### src/rtl/dragon_move_sched_if.sv
// Signal bundle between the dragon behaviour FSM (master) and the move scheduler (slave).
// Latency: wires only; timing is set by the scheduler itself.
// Backpressure: none; outputs are levels or single-cycle pulses, inputs are sampled when needed.
interface dragon_move_sched_if #(
  parameter int COORD_W = 4,
  parameter int MAX_LEN = 8
);
  localparam int SEL_W = (MAX_LEN > 1) ? $clog2(MAX_LEN) : 1;
  localparam int LEN_W = $clog2(MAX_LEN + 1);

  // Control and targets from the behaviour side
  logic               enable;
  logic               frame_tick;
  logic [1:0]         mode;
  logic [COORD_W-1:0] player_x;
  logic [COORD_W-1:0] player_y;
  logic [COORD_W-1:0] sheep_x;
  logic [COORD_W-1:0] sheep_y;
  logic [SEL_W-1:0]   seg_sel;

  // Dragon state and events toward renderer/collision
  logic [COORD_W-1:0] head_x;
  logic [COORD_W-1:0] head_y;
  logic [1:0]         dir;
  logic [LEN_W-1:0]   length;
  logic [COORD_W-1:0] seg_x;
  logic [COORD_W-1:0] seg_y;
  logic               step_valid;
  logic               ate_sheep;
  logic               hit_player;

  modport master (
    output enable, frame_tick, mode, player_x, player_y, sheep_x, sheep_y, seg_sel,
    input  head_x, head_y, dir, length, seg_x, seg_y, step_valid, ate_sheep, hit_player
  );

  modport slave (
    input  enable, frame_tick, mode, player_x, player_y, sheep_x, sheep_y, seg_sel,
    output head_x, head_y, dir, length, seg_x, seg_y, step_valid, ate_sheep, hit_player
  );
endinterface

### src/rtl/dragon_move_sched.sv
// Dragon movement scheduler: divides frame ticks to a step rate, then moves, grows or holds the dragon.
// Latency: a step or grow lands two edges after the MOVE_DIV-th tick; step_valid pulses with the new head.
// Backpressure: none; ticks arriving during STEP/GROW are ignored, enable low freezes everything.
module dragon_move_sched #(
  parameter int COORD_W  = 4,
  parameter int MAX_LEN  = 8,
  parameter int MOVE_DIV = 4,
  parameter int START_X  = 0,
  parameter int START_Y  = 0
) (
  input logic                clk,
  input logic                rst,
  dragon_move_sched_if.slave bus
);
  localparam int SEL_W = (MAX_LEN > 1) ? $clog2(MAX_LEN) : 1;
  localparam int LEN_W = $clog2(MAX_LEN + 1);
  localparam int DIV_W = (MOVE_DIV > 1) ? $clog2(MOVE_DIV) : 1;

  typedef enum logic [1:0] {IDLE, WAIT, STEP, GROW} state_t;

  state_t             state;
  logic [DIV_W-1:0]   div_q;
  logic [COORD_W-1:0] head_x_q;
  logic [COORD_W-1:0] head_y_q;
  logic [1:0]         dir_q;
  logic [LEN_W-1:0]   length_q;
  logic [COORD_W-1:0] seg_x_q [MAX_LEN];
  logic [COORD_W-1:0] seg_y_q [MAX_LEN];
  logic               step_valid_q;
  logic               ate_sheep_q;
  logic               hit_player_q;

  logic               has_tgt;
  logic [COORD_W-1:0] tgt_x;
  logic [COORD_W-1:0] tgt_y;
  logic               do_move;
  logic [COORD_W-1:0] nxt_x;
  logic [COORD_W-1:0] nxt_y;
  logic [1:0]         nxt_dir;
  logic [SEL_W-1:0]   tail_idx;
  logic [SEL_W-1:0]   last_idx;
  logic               seg_in_range;

  // Pick the chase target for the current mode and work out the one-tile move toward it (X first, then Y).
  always_comb begin
    has_tgt = 1'b0;
    tgt_x   = '0;
    tgt_y   = '0;
    case (bus.mode)
      2'b00: begin
        has_tgt = 1'b1;
        tgt_x   = bus.player_x;
        tgt_y   = bus.player_y;
      end
      2'b01: begin
        has_tgt = 1'b1;
        tgt_x   = bus.sheep_x;
        tgt_y   = bus.sheep_y;
      end
      default: begin
        has_tgt = 1'b0;
      end
    endcase

    do_move = 1'b0;
    nxt_x   = head_x_q;
    nxt_y   = head_y_q;
    nxt_dir = dir_q;
    if (has_tgt) begin
      if (head_x_q != tgt_x) begin
        do_move = 1'b1;
        if (tgt_x > head_x_q) begin
          nxt_x   = head_x_q + COORD_W'(1);
          nxt_dir = 2'b00;
        end else begin
          nxt_x   = head_x_q - COORD_W'(1);
          nxt_dir = 2'b01;
        end
      end else if (head_y_q != tgt_y) begin
        do_move = 1'b1;
        if (tgt_y > head_y_q) begin
          nxt_y   = head_y_q + COORD_W'(1);
          nxt_dir = 2'b10;
        end else begin
          nxt_y   = head_y_q - COORD_W'(1);
          nxt_dir = 2'b11;
        end
      end
    end
  end

  // Slot that a grow fills, and the current last body slot it copies from (only used when length > 0).
  assign tail_idx = SEL_W'(length_q);
  assign last_idx = SEL_W'(length_q - LEN_W'(1));

  // Scheduler FSM: divider, head/segment updates and registered event pulses.
  always_ff @(posedge clk or posedge rst) begin
    if (rst) begin
      state        <= IDLE;
      div_q        <= '0;
      head_x_q     <= COORD_W'(START_X);
      head_y_q     <= COORD_W'(START_Y);
      dir_q        <= 2'b00;
      length_q     <= '0;
      step_valid_q <= 1'b0;
      ate_sheep_q  <= 1'b0;
      hit_player_q <= 1'b0;
      for (int i = 0; i < MAX_LEN; i++) begin
        seg_x_q[i] <= '0;
        seg_y_q[i] <= '0;
      end
    end else begin
      step_valid_q <= 1'b0;
      ate_sheep_q  <= 1'b0;
      hit_player_q <= 1'b0;
      if (!bus.enable) begin
        // Freeze: position and body hold, the step count restarts on re-enable
        state <= IDLE;
        div_q <= '0;
      end else begin
        case (state)
          IDLE: begin
            state <= WAIT;
          end
          WAIT: begin
            if (bus.frame_tick) begin
              if (div_q == DIV_W'(MOVE_DIV - 1)) begin
                div_q <= '0;
                state <= (bus.mode == 2'b10) ? GROW : STEP;
              end else begin
                div_q <= div_q + DIV_W'(1);
              end
            end
          end
          STEP: begin
            if (do_move) begin
              head_x_q     <= nxt_x;
              head_y_q     <= nxt_y;
              dir_q        <= nxt_dir;
              seg_x_q[0]   <= head_x_q;
              seg_y_q[0]   <= head_y_q;
              for (int i = 1; i < MAX_LEN; i++) begin
                seg_x_q[i] <= seg_x_q[i-1];
                seg_y_q[i] <= seg_y_q[i-1];
              end
              step_valid_q <= 1'b1;
              ate_sheep_q  <= (bus.mode == 2'b01) && (nxt_x == tgt_x) && (nxt_y == tgt_y);
              hit_player_q <= (bus.mode == 2'b00) && (nxt_x == tgt_x) && (nxt_y == tgt_y);
            end
            state <= WAIT;
          end
          GROW: begin
            if (length_q < LEN_W'(MAX_LEN)) begin
              length_q <= length_q + LEN_W'(1);
              if (length_q == '0) begin
                seg_x_q[tail_idx] <= head_x_q;
                seg_y_q[tail_idx] <= head_y_q;
              end else begin
                seg_x_q[tail_idx] <= seg_x_q[last_idx];
                seg_y_q[tail_idx] <= seg_y_q[last_idx];
              end
            end
            state <= WAIT;
          end
          default: begin
            state <= IDLE;
          end
        endcase
      end
    end
  end

  // Segment readback: slots past the live body length read as zero.
  assign seg_in_range = (LEN_W'(bus.seg_sel) < length_q);
  assign bus.seg_x    = seg_in_range ? seg_x_q[bus.seg_sel] : '0;
  assign bus.seg_y    = seg_in_range ? seg_y_q[bus.seg_sel] : '0;

  assign bus.head_x     = head_x_q;
  assign bus.head_y     = head_y_q;
  assign bus.dir        = dir_q;
  assign bus.length     = length_q;
  assign bus.step_valid = step_valid_q;
  assign bus.ate_sheep  = ate_sheep_q;
  assign bus.hit_player = hit_player_q;
endmodule

### src/flat_wrapper.sv
// flat-port wrapper written by rule: the top's interface ports become plain ports
module dragon_move_sched_flat 
#(
  parameter int COORD_W  = 4,
  parameter int MAX_LEN  = 8,
  parameter int MOVE_DIV = 4,
  parameter int START_X  = 0,
  parameter int START_Y  = 0
)
  (clk, rst, bus_enable, bus_frame_tick, bus_mode, bus_player_x, bus_player_y, bus_sheep_x, bus_sheep_y, bus_seg_sel, bus_head_x, bus_head_y, bus_dir, bus_length, bus_seg_x, bus_seg_y, bus_step_valid, bus_ate_sheep, bus_hit_player);
  dragon_move_sched_if #(.COORD_W(COORD_W), .MAX_LEN(MAX_LEN)) bus_i ();
  input logic clk;
  input logic rst;
  input wire logic [$bits(bus_i.enable)-1:0] bus_enable;
  input wire logic [$bits(bus_i.frame_tick)-1:0] bus_frame_tick;
  input wire logic [$bits(bus_i.mode)-1:0] bus_mode;
  input wire logic [$bits(bus_i.player_x)-1:0] bus_player_x;
  input wire logic [$bits(bus_i.player_y)-1:0] bus_player_y;
  input wire logic [$bits(bus_i.sheep_x)-1:0] bus_sheep_x;
  input wire logic [$bits(bus_i.sheep_y)-1:0] bus_sheep_y;
  input wire logic [$bits(bus_i.seg_sel)-1:0] bus_seg_sel;
  output wire logic [$bits(bus_i.head_x)-1:0] bus_head_x;
  output wire logic [$bits(bus_i.head_y)-1:0] bus_head_y;
  output wire logic [$bits(bus_i.dir)-1:0] bus_dir;
  output wire logic [$bits(bus_i.length)-1:0] bus_length;
  output wire logic [$bits(bus_i.seg_x)-1:0] bus_seg_x;
  output wire logic [$bits(bus_i.seg_y)-1:0] bus_seg_y;
  output wire logic [$bits(bus_i.step_valid)-1:0] bus_step_valid;
  output wire logic [$bits(bus_i.ate_sheep)-1:0] bus_ate_sheep;
  output wire logic [$bits(bus_i.hit_player)-1:0] bus_hit_player;
  assign bus_i.enable = bus_enable;
  assign bus_i.frame_tick = bus_frame_tick;
  assign bus_i.mode = bus_mode;
  assign bus_i.player_x = bus_player_x;
  assign bus_i.player_y = bus_player_y;
  assign bus_i.sheep_x = bus_sheep_x;
  assign bus_i.sheep_y = bus_sheep_y;
  assign bus_i.seg_sel = bus_seg_sel;
  assign bus_head_x = bus_i.head_x;
  assign bus_head_y = bus_i.head_y;
  assign bus_dir = bus_i.dir;
  assign bus_length = bus_i.length;
  assign bus_seg_x = bus_i.seg_x;
  assign bus_seg_y = bus_i.seg_y;
  assign bus_step_valid = bus_i.step_valid;
  assign bus_ate_sheep = bus_i.ate_sheep;
  assign bus_hit_player = bus_i.hit_player;
  dragon_move_sched #(.COORD_W(COORD_W), .MAX_LEN(MAX_LEN), .MOVE_DIV(MOVE_DIV), .START_X(START_X), .START_Y(START_Y)) u_core (.clk(clk), .rst(rst), .bus(bus_i));
endmodule
### config.mk
export PLATFORM = sky130hd
export DESIGN_NAME = dragon_move_sched_flat
export DESIGN_NICKNAME = d
export VERILOG_FILES = /design/src/rtl/dragon_move_sched_if.sv /design/src/rtl/dragon_move_sched.sv /design/src/flat_wrapper.sv
export SDC_FILE = /design/constraint.sdc
export NUM_CORES = 1
export LEC_CHECK = 0
export ABC_AREA = 1
export BUFFER_PORTS_ARGS = -buffer_cell sky130_fd_sc_hd__clkbuf_2
export CAP_MARGIN = 30
export CORE_MARGIN = 3
export CORE_UTILIZATION = 50
export DETAILED_ROUTE_END_ITERATION = 6
export PLACE_DENSITY_LB_ADDON = 0.15
export SETUP_SLACK_MARGIN = 0.2
export SLEW_MARGIN = 40
export SYNTH_ARGS = -nofsm -noshare
export SYNTH_HDL_FRONTEND = slang
export SYNTH_SLANG_ARGS = --single-unit
### constraint.sdc
create_clock -name clk -period 3.55 [get_ports clk]
set_input_delay 0.5325 -clock clk [delete_from_list [all_inputs] [get_ports clk]]
set_output_delay 0.5325 -clock clk [all_outputs]
set_load 0.005 [all_outputs]
==> results.py, run 1 <==
metrics = {
    "clock_network": {
        "clock_path_buffers": 2,
        "clk_latency_ps": 350,
        "clk_pin_slew_ps": 70,
        "postCtsHoldBufs": 0,
        "postCtsSetupRepairBufs": 0,
        "tritoncts": "done",
        "clock_sinks": 85,
        "cts_made_buffers": 9,
        "cts_max_level": 3,
        "root_buffer": "clkbuf_16",
    },
    "floorplan": {
        "start_util_pct": 52.0,
        "num_rows": 40,
        "io_pins": 50,
        "die_x_um": 119,
        "fp.dieH_um": 119,
        "die_area_sq_um": 14100,
        "core_sq_um": 12200,
    },
    "timing": {
        "max_slew_margin_pct": 51.9,
        "fmax_mhz": 328,
        "drv_slew": 0,
        "fin_crit_ps": 3050,
        "rsz0062_at_grt": "false",
        "worst_pin_slew_ps": 722,
        "fin_ws_ps": 497,
        "hold_violations": 0,
        "finalCritPeriodShare_pct": 86.0,
        "tns_ps": 0,
        "worst_clock_skew_ps": 10.2,
        "setup_viol_count_final": 0,
    },
    "worst_setup_path": {
        "critPathKind": "in2reg",
        "worst_path_largest_cell_delay_ps": 380,
        "crit_arrival_ps": 3340,
        "path_buf_inv": 5,
        "cp-startpoint": "bus_mode[1]",
        "reg2reg_from": "u_core.bus.head_y[1]",
        "cp_top_family": "simple AND/OR/NAND/NOR gates",
        "cp.required_ps": 3840,
        "end_kind": "register",
        "cpMostUsedCell": "nand2_1",
        "path_max_fanout": 7,
        "cp-start-kind": "input pin",
        "worstPathCellList": "clkbuf_2 > inv_2 > nand2_1 > o21ai_1 > inv_1 > ha_1 > nand2_1 > nor2_4 > inv_1 > nand2_1 > inv_1 > fa_1 > xnor2_1 > nand2_1 > nand2_1 > nand2_1 > nand2_1 > nand2_1 > nor2_1 > nand3_1 > nor2_1",
        "slowest_stage": "fa_1",
    },
    "yosys": {
        "ys_seq_area_share_pct": 33.5,
        "synth_area_sq_um": 6350,
        "synth.most_common_cell": "nand2_1",
        "synth_area_leader_cell": "dfrtp_1",
        "synthArstFlopShare_pct": 100,
        "yosys_warnings": 0,
        "synthTopCellsByCount": "nand2_1 (211), o21ai_0 (139), inv_1 (107)",
        "synthTopCellsByArea": "dfrtp_1 (33%), nand2_1 (12%), o21ai_0 (11%), a21oi_1 (6.9%), inv_1 (6.3%)",
        "synth-seq-cells": 85,
        "yosys_most_used_dff": "dfrtp_1",
        "synth_cell_types": 42,
        "synth_nets": 959,
        "avgSynthCellArea_sq_um": 6.95,
        "synth_cells": 914,
        "synth-edff-count": 0,
        "yosysTopAreaCellShare_pct": 33.5,
    },
    "placement": {
        "portBuffers": 49,
        "gp_congestion": 0.891,
        "place_worst_setup_slack_ps": 83.6,
        "hpwl_um": 13100,
        "dpl_cell_area_sq_um": 6710,
    },
    "routing": {
        "drtAntennaViolNets": 0,
        "wl_um": 17900,
        "drtIter0Drc": 609,
        "drc": 0,
        "vias_per_cell": 5.69,
        "first_pass_iters": 5,
        "vias": 6376,
        "wire_per_inst_um": 16.0,
    },
    "run": {
        "max_cap_violations": 0,
    },
    "grt": {
        "grt_pass1_wl_um": 29400,
        "grt_pass1_vias": 5865,
        "grt_usage_pct": 25.6,
        "grt.overflow.total": 0,
        "antenna_found_initial": 0,
        "grt_max_degree": 72,
    },
    "power": {
        "power_mw": 2.35,
        "leakage_nw": 3.34,
        "power_density_nw_per_um2": 332,
        "ir_drop_mv": 0.171,
    },
    "cells_and_area": {
        "diodes": 0,
        "post-route-util_pct": 58.0,
        "layout-drive-gt1-share_pct": 12.7,
        "fill_cells": 1249,
        "nets": 993,
        "final_design_area_no_fill_sq_um": 7080,
        "syn_to_final_growth_pct": 11.4,
    },
    "worst_hold_path": {
        "min_path_type": "in2async",
    },
    "outcome": {
        "status": "finished clean",
    },
}
## layer usage
layer / track usage (%) / vias up / share of wire [%]
met2: 39.1 / 203 / 45
met3: 2.92 / 31 / 5.2
met1: 37.3 / 3032 / 48
li1: - / 3110 / -
met4: 9.41 / 0 / 1.8
met5: 0 / - / 0
## flip-flops by register name (all words and copies together) (netlist names), 2 cells and up
| signal | count |
|---|---|
| u_core.bus.dir | 2 |
| u_core.seg_x_q | 32 |
| u_core.state | 2 |
| u_core.div_q | 2 |
| u_core.bus.head_y | 4 |
| u_core.bus.length | 4 |
| u_core.bus.head_x | 4 |
| u_core.seg_y_q | 32 |
## per-stage QoR
step                      cells  hold WS [ps]
after floorplan             914           473
after global placement     1105           474
after detailed placement   1105           499
after CTS                  1120           240
after global routing       1120           285
final                      1120           216
## cell type report
class / instances / area [sq um] / share of cell area, %
inverters: 113 / 430 / 6.08
repair buffers: 62 / 355 / 5.02
flip-flops and latches: 85 / 2130 / 30.1
multi-input cells: 677 / 3620 / 51.1
clock inverters: 3 / 67.6 / 0.955
well taps: 168 / 210 / 2.97
clock buffers: 12 / 267 / 3.77
## report_power, final
part           switching [mW]  internal [mW]
combinational           0.171         0.0898
sequential             0.0137          0.992
clock                   0.413          0.671
total                   0.598           1.75
## worst register-to-register path: stages (launching register included)
cell     delay, ps
dfrtp_1        500
inv_1          200
ha_1           360
nand2_1         80
nand2_1         50
nand2_1         70
nand2_1         70
nand2_1        140
inv_1           70
fa_1           380
xnor2_1        160
nand3_1        110
nand2_1        120
nand2_1         50
nand2_1         60
nand2_1         40
nor2_1         130
nand3_1        100
nor2_1          80
## placed cells by master, fill, tap and decap left out, drive strengths merged, types with 13 or more instances in the layout
master  synthesis  layout
inv           112     111
a21boi         27      27
nand2         215     215
buf            22      13
nand3          83      83
nor2           45      45
a21oi          92      92
ha             18      18
dfrtp          85      85
o21ai         160     160
clkbuf         17      61
## repair_timing
item / in CTS / in global routing
hold endpoints to repair: 0 / 0
endpoints found under the setup margin: 0 / 6
resized for setup: 0 / 3
## logic make-up (layout without fill, tap and decap cells)
logic type	count (synthesis)	count (layout)	synth area share, %
AND/OR/NAND/NOR	361	361	25.7
XOR/XNOR	6	6	0.945
flip-flops	85	85	33.5
adder cells (fa/ha/maj)	20	20	4.17
AO/OA/AOI/OAI	290	290	25.6
buffers and inverters	152	190	10.1
## final timing paths
kind | end | slack [ps] | cells after the start
min in group clk | u_core.div_q[0] | 500 | 2
min | u_core.seg_x_q[3] | 220 | 2
max | u_core.bus.hit_player | 500 | 21
min reg2reg | u_core.bus.dir[0] | 510 | 2
max reg2reg | u_core.bus.ate_sheep | 710 | 18
max in group asynchronous | u_core.seg_y_q[30] | 2630 | 3
No activity file was read; power rests on OpenSTA's default activity.
==> run 2, diff against run 1 <==
Settings changed: PLACE_DENSITY set to 0.65, PLACE_DENSITY_LB_ADDON 0.15 to unset.
==> results.py, run 2 (same netlist as run 1, synthesis figures left out) <==
metrics = {
    "outcome": {
        "status": "finished clean",
    },
    "timing": {
        "hold_violations": 0,
        "worst_pin_slew_ps": 763,
        "fmax_mhz": 320,
        "finalCritPeriodShare_pct": 87.9,
        "fin_crit_ps": 3120,
        "tns_ps": 0,
        "worst_clock_skew_ps": 8.35,
        "drv_slew": 0,
        "hold_slack_ps": 172,
        "fin_ws_ps": 429,
        "max_slew_margin_pct": 48.8,
        "setup_viol_count_final": 0,
        "rsz0062_at_grt": "true",
    },
    "worst_setup_path": {
        "cp.required_ps": 3830,
        "worst_path_largest_cell_delay_ps": 480,
        "critPathKind": "in2reg",
        "cp-start-kind": "input pin",
        "slowest_stage": "fa_1",
        "end_kind": "register",
        "path_max_fanout": 7,
        "worstPathCellList": "clkbuf_2 > inv_2 > nand2_1 > o21ai_1 > inv_1 > ha_1 > nand2_1 > nor2_4 > inv_1 > nand2_1 > inv_1 > fa_1 > inv_1 > nand2_1 > o21ai_0 > xor2_1 > nor2_1 > nand3_1 > nor2_1",
        "crit_arrival_ps": 3400,
    },
    "floorplan": {
        "die_area_sq_um": 14100,
        "die_x_um": 119,
        "num_rows": 40,
        "start_util_pct": 52.0,
        "fp.dieH_um": 119,
        "core_sq_um": 12200,
        "io_pins": 50,
    },
    "placement": {
        "gp_congestion": 0.939,
        "place_worst_setup_slack_ps": 35.9,
        "portBuffers": 49,
        "hpwl_um": 14100,
    },
    "clock_network": {
        "clock_path_buffers": 2,
        "clk_latency_ps": 350,
        "cts_max_level": 3,
        "postCtsHoldBufs": 0,
        "clock_sinks": 85,
        "tritoncts": "done",
        "clk_pin_slew_ps": 60,
        "root_buffer": "clkbuf_16",
        "cts_made_buffers": 9,
    },
    "power": {
        "power_frac_comb_pct": 11.4,
        "leakage_nw": 3.34,
        "p_int_mw": 1.74,
        "switching_share_pct": 26.1,
        "power.switching_uw": 614,
        "power.share.clock_pct": 45.9,
        "seq_power_share_pct": 42.8,
        "ir_drop_mv": 0.227,
        "power_density_nw_per_um2": 332,
    },
    "run": {
        "max_cap_violations": 0,
    },
    "grt": {
        "grt.overflow.total": 0,
        "grt_pass1_wl_um": 31800,
        "grt_max_degree": 72,
        "antenna_found_initial": 0,
        "grt_pass1_vias": 6396,
        "grt_usage_pct": 27.9,
    },
    "worst_hold_path": {
        "min_path_type": "in2async",
    },
    "routing": {
        "top_layer_used": "met4",
        "vias": 6608,
        "drtAntennaViolNets": 0,
        "drc": 0,
        "first_pass_iters": 5,
        "wire_per_inst_um": 17.4,
        "drtIter0Drc": 708,
        "dr_wl_met2_um": 9090,
        "met1Wirelength_um": 8780,
        "wl_met3_um": 1240,
        "vias_per_cell": 5.88,
        "wl_um": 19500,
    },
    "cells_and_area": {
        "syn_to_final_growth_pct": 11.5,
        "diodes": 0,
        "layout_common_cells": "nand2_1 (211), o21ai_0 (138), inv_1 (105)",
        "top_regs": "u_core.seg_x_q x32, u_core.seg_y_q x32",
        "nets": 995,
        "fill_cells": 1207,
        "final_common_cell": "nand2_1",
        "layout-drive-gt1-share_pct": 13.0,
    },
}
==> run 2: cell types whose count changed in the layout (fill, tap and decap cells not counted), sizes merged <==
| cell | delta |
|---|---|
| clkinv | +2 |
| buf | +2 |
| clkbuf | -1 |
==> run 2: metrics by stage <==
stage               instances  utilization [%]  instance area, sq um  power, mW
finish                   1123             58.0                  7080       2.35
global route             1123             58.0                  7080       2.45
CTS                      1123             57.8                  7060       2.36
detailed placement       1107             55.1                  6730       1.29
global placement         1107             55.0                  6710       1.28
floorplan                 914                -                  6350       1.19
==> run 2: timing repair <==
action	in CTS	in global routing
endpoints found under the setup margin	0	6
setup buffers	0	0
resized for setup	0	3
==> run 2: cell type report <==
| type | count | area [sq um] | share of cell area [%] |
|---|---|---|---|
| inverter | 113 | 434 | 6.13 |
| timing repair buffer | 64 | 358 | 5.05 |
| clock buffer | 11 | 253 | 3.57 |
| multi-input combinational | 677 | 3620 | 51.1 |
| tap | 168 | 210 | 2.97 |
| sequential | 85 | 2130 | 30.0 |
| clock inverter | 5 | 81.3 | 1.15 |
==> run 2: worst max-delay path: cells and delay by family <==
kind / cells / cell delay, ps
simple gates: 8 / 920
buf+inv: 6 / 600
xor+xnor: 1 / 170
fa+ha+maj: 2 / 760
compound gates: 2 / 420
==> run 2: power groups by stage <==
stage | sequential (mW) | combinational (mW) | clock, mW
6_report | 1.01 | 0.267 | 1.08
5_1_grt | 1.01 | 0.300 | 1.14
4_1_cts | 1.01 | 0.265 | 1.09
3_5_place_dp | 1.02 | 0.263 | 0
3_3_place_gp | 1.02 | 0.257 | 0
2_1_floorplan | 1.02 | 0.175 | 0
==> run 2: final timing paths <==
kind                       depth (start not counted)            startpoint  slack (ps)                   end
max                                               19           bus_mode[1]         430  u_core.bus.ate_sheep
min                                                2                   rst         170       u_core.div_q[0]
max reg2reg                                       12  u_core.bus.length[1]         620     u_core.seg_x_q[5]
min reg2reg                                        2     u_core.bus.dir[0]         520     u_core.bus.dir[0]
max in group asynchronous                          3                   rst        2690    u_core.seg_y_q[21]
min in group clk                                   2            bus_enable         510       u_core.div_q[0]
==> run 2: per-layer routing <==
metal,up-vias,global-route usage [%]
li1,3121,-
met1,3167,38.1
met2,278,45.2
met3,42,4.35
met4,0,9.56
met5,-,0
==> run 3, diff against run 2 <==
Clock period 3.55 ns to 3.7 ns, I/O delays scaled along.
==> results.py, run 3 (same netlist as run 1, synthesis figures left out) <==
metrics = {
    "outcome": {
        "status": "finished clean",
    },
    "timing": {
        "finalCritPeriodShare_pct": 90.9,
        "setup_viol_count_final": 0,
        "fin_crit_ps": 3360,
        "fmax_mhz": 297,
        "tns_ps": 0,
        "drv_slew": 0,
        "hold_violations": 0,
        "max_slew_margin_pct": 44.0,
        "worst_pin_slew_ps": 836,
        "rsz0062_at_grt": "false",
        "worst_clock_skew_ps": 7.61,
    },
    "clock_network": {
        "clock_path_buffers": 2,
        "tritoncts": "done",
        "cts_made_buffers": 9,
        "postCtsSetupRepairBufs": 0,
        "clk_latency_ps": 360,
        "root_buffer": "clkbuf_16",
        "clk_pin_slew_ps": 60,
        "clock_sinks": 85,
        "cts_max_level": 3,
    },
    "routing": {
        "first_pass_iters": 5,
        "drtAntennaViolNets": 0,
        "drtIter0Drc": 678,
        "vias_per_cell": 5.80,
        "wire_per_inst_um": 17.2,
        "vias": 6485,
        "drc": 0,
        "wl_um": 19300,
    },
    "cells_and_area": {
        "layout_common_cells": "nand2_1 (211), o21ai_0 (138), inv_1 (106)",
        "ff_latch_area_sq_um": 2130,
        "syn_to_final_growth_pct": 10.9,
        "nets": 990,
        "fill_cells": 1196,
        "multi_input_area_sq_um": 3620,
        "final_design_area_no_fill_sq_um": 7040,
        "layout-drive-gt1-share_pct": 12.4,
        "diodes": 0,
        "final_common_cell": "nand2_1",
        "top_regs": "u_core.seg_x_q x32, u_core.seg_y_q x32",
    },
    "floorplan": {
        "start_util_pct": 52.0,
        "die_x_um": 119,
        "core_sq_um": 12200,
        "fp.dieH_um": 119,
        "num_rows": 40,
        "io_pins": 50,
        "die_area_sq_um": 14100,
    },
    "worst_setup_path": {
        "r2r_setup_slack_ps": 810,
        "path_max_fanout": 14,
        "critPathKind": "reg2out",
        "reg2reg_from": "u_core.bus.length[1]",
        "cp.required_ps": 3140,
        "cp-start-kind": "register",
        "crit_arrival_ps": 2810,
        "cp-startpoint": "u_core.bus.length[2]",
        "end_kind": "output port",
    },
    "grt": {
        "antenna_found_initial": 0,
        "grt_pass1_wl_um": 32100,
        "grt_pass1_vias": 6334,
        "grt_max_degree": 72,
        "grt_usage_pct": 28.0,
        "grt.overflow.total": 0,
    },
    "run": {
        "max_cap_violations": 0,
    },
    "placement": {
        "gp_congestion": 0.914,
        "portBuffers": 49,
        "dpl_cell_area_sq_um": 6700,
        "hpwl_um": 14000,
    },
    "power": {
        "power_mw": 2.24,
        "power_density_nw_per_um2": 318,
        "ir_drop_mv": 0.156,
        "leakage_nw": 3.32,
    },
    "worst_hold_path": {
        "min_path_type": "in2async",
    },
}
[run 3: changes by cell type in the layout (fill, tap and decap cells not counted)]
cell / delta
clkinv_2: +2
clkbuf_8: -1
nor2_2: -1
inv_1: +1
nor2_1: +1
buf_12: +1
inv_6: -1
clkinv_1: -1
buf_4: -6
[run 3: worst max-delay path: stages (launching register included)]
cell and delay [ps]:
dfrtp_1 840, inv_1 240, ha_1 350, a21oi_1 60
nor2_1 630, nor2_1 170, clkbuf_2 160
[run 3: final cells by class]
class	instances	area share [%]
Clock buffer	10	3.39
Clock inverter	6	1.23
Inverter	113	6.11
Multi-Input combinational cell	677	51.3
Sequential cell	85	30.2
Tap cell	168	2.98
Timing Repair Buffer	59	4.72
[run 3: repair_timing]
action / in CTS / in global routing
setup endpoints to repair: 0 / 2
gates resized for setup: 0 / 2
hold buffers: 0 / 0
[run 3: layer usage]
layer  up-vias  part of all wire, %  wire (um)  track usage [%]
li1       3107                    -          -                -
met1      3099                   45       8740             38.3
met2       245                   47       9070             44.6
met3        34                  5.6       1070             4.74
met4         0                  2.0        389             10.6
met5         -                    0          0                0
[run 3: path summary, 6_finish.rpt]
path,to,cells after the start
worst min-delay path,u_core.bus.length[2],2
max in group asynchronous,u_core.seg_y_q[29],3
worst min register to register,u_core.bus.dir[0],2
min in group clk,u_core.bus.dir[0],2
worst max-delay path,bus_seg_x[3],6
worst max register to register,u_core.seg_y_q[13],10
[run 3: metrics by stage]
| stage | hold slack [ps] | instances | setup WS, ps | utilization (%) |
|---|---|---|---|---|
| final | 169 | 1118 | 335 | 57.7 |
| after global routing | 204 | 1118 | 219 | 57.7 |
| after CTS | 189 | 1118 | 470 | 57.5 |
| after detailed placement | 468 | 1102 | 203 | 54.8 |
| after global placement | 463 | 1102 | 317 | 54.8 |
| after floorplan | 473 | 914 | 802 | - |
[run 3: power breakdown]
part	internal (mW)	leakage, nW	switching, mW
clock network	0.609	0.158	0.412
logic	0.0845	2.24	0.168
registers	0.951	0.922	0.0137
total	1.64	3.32	0.594
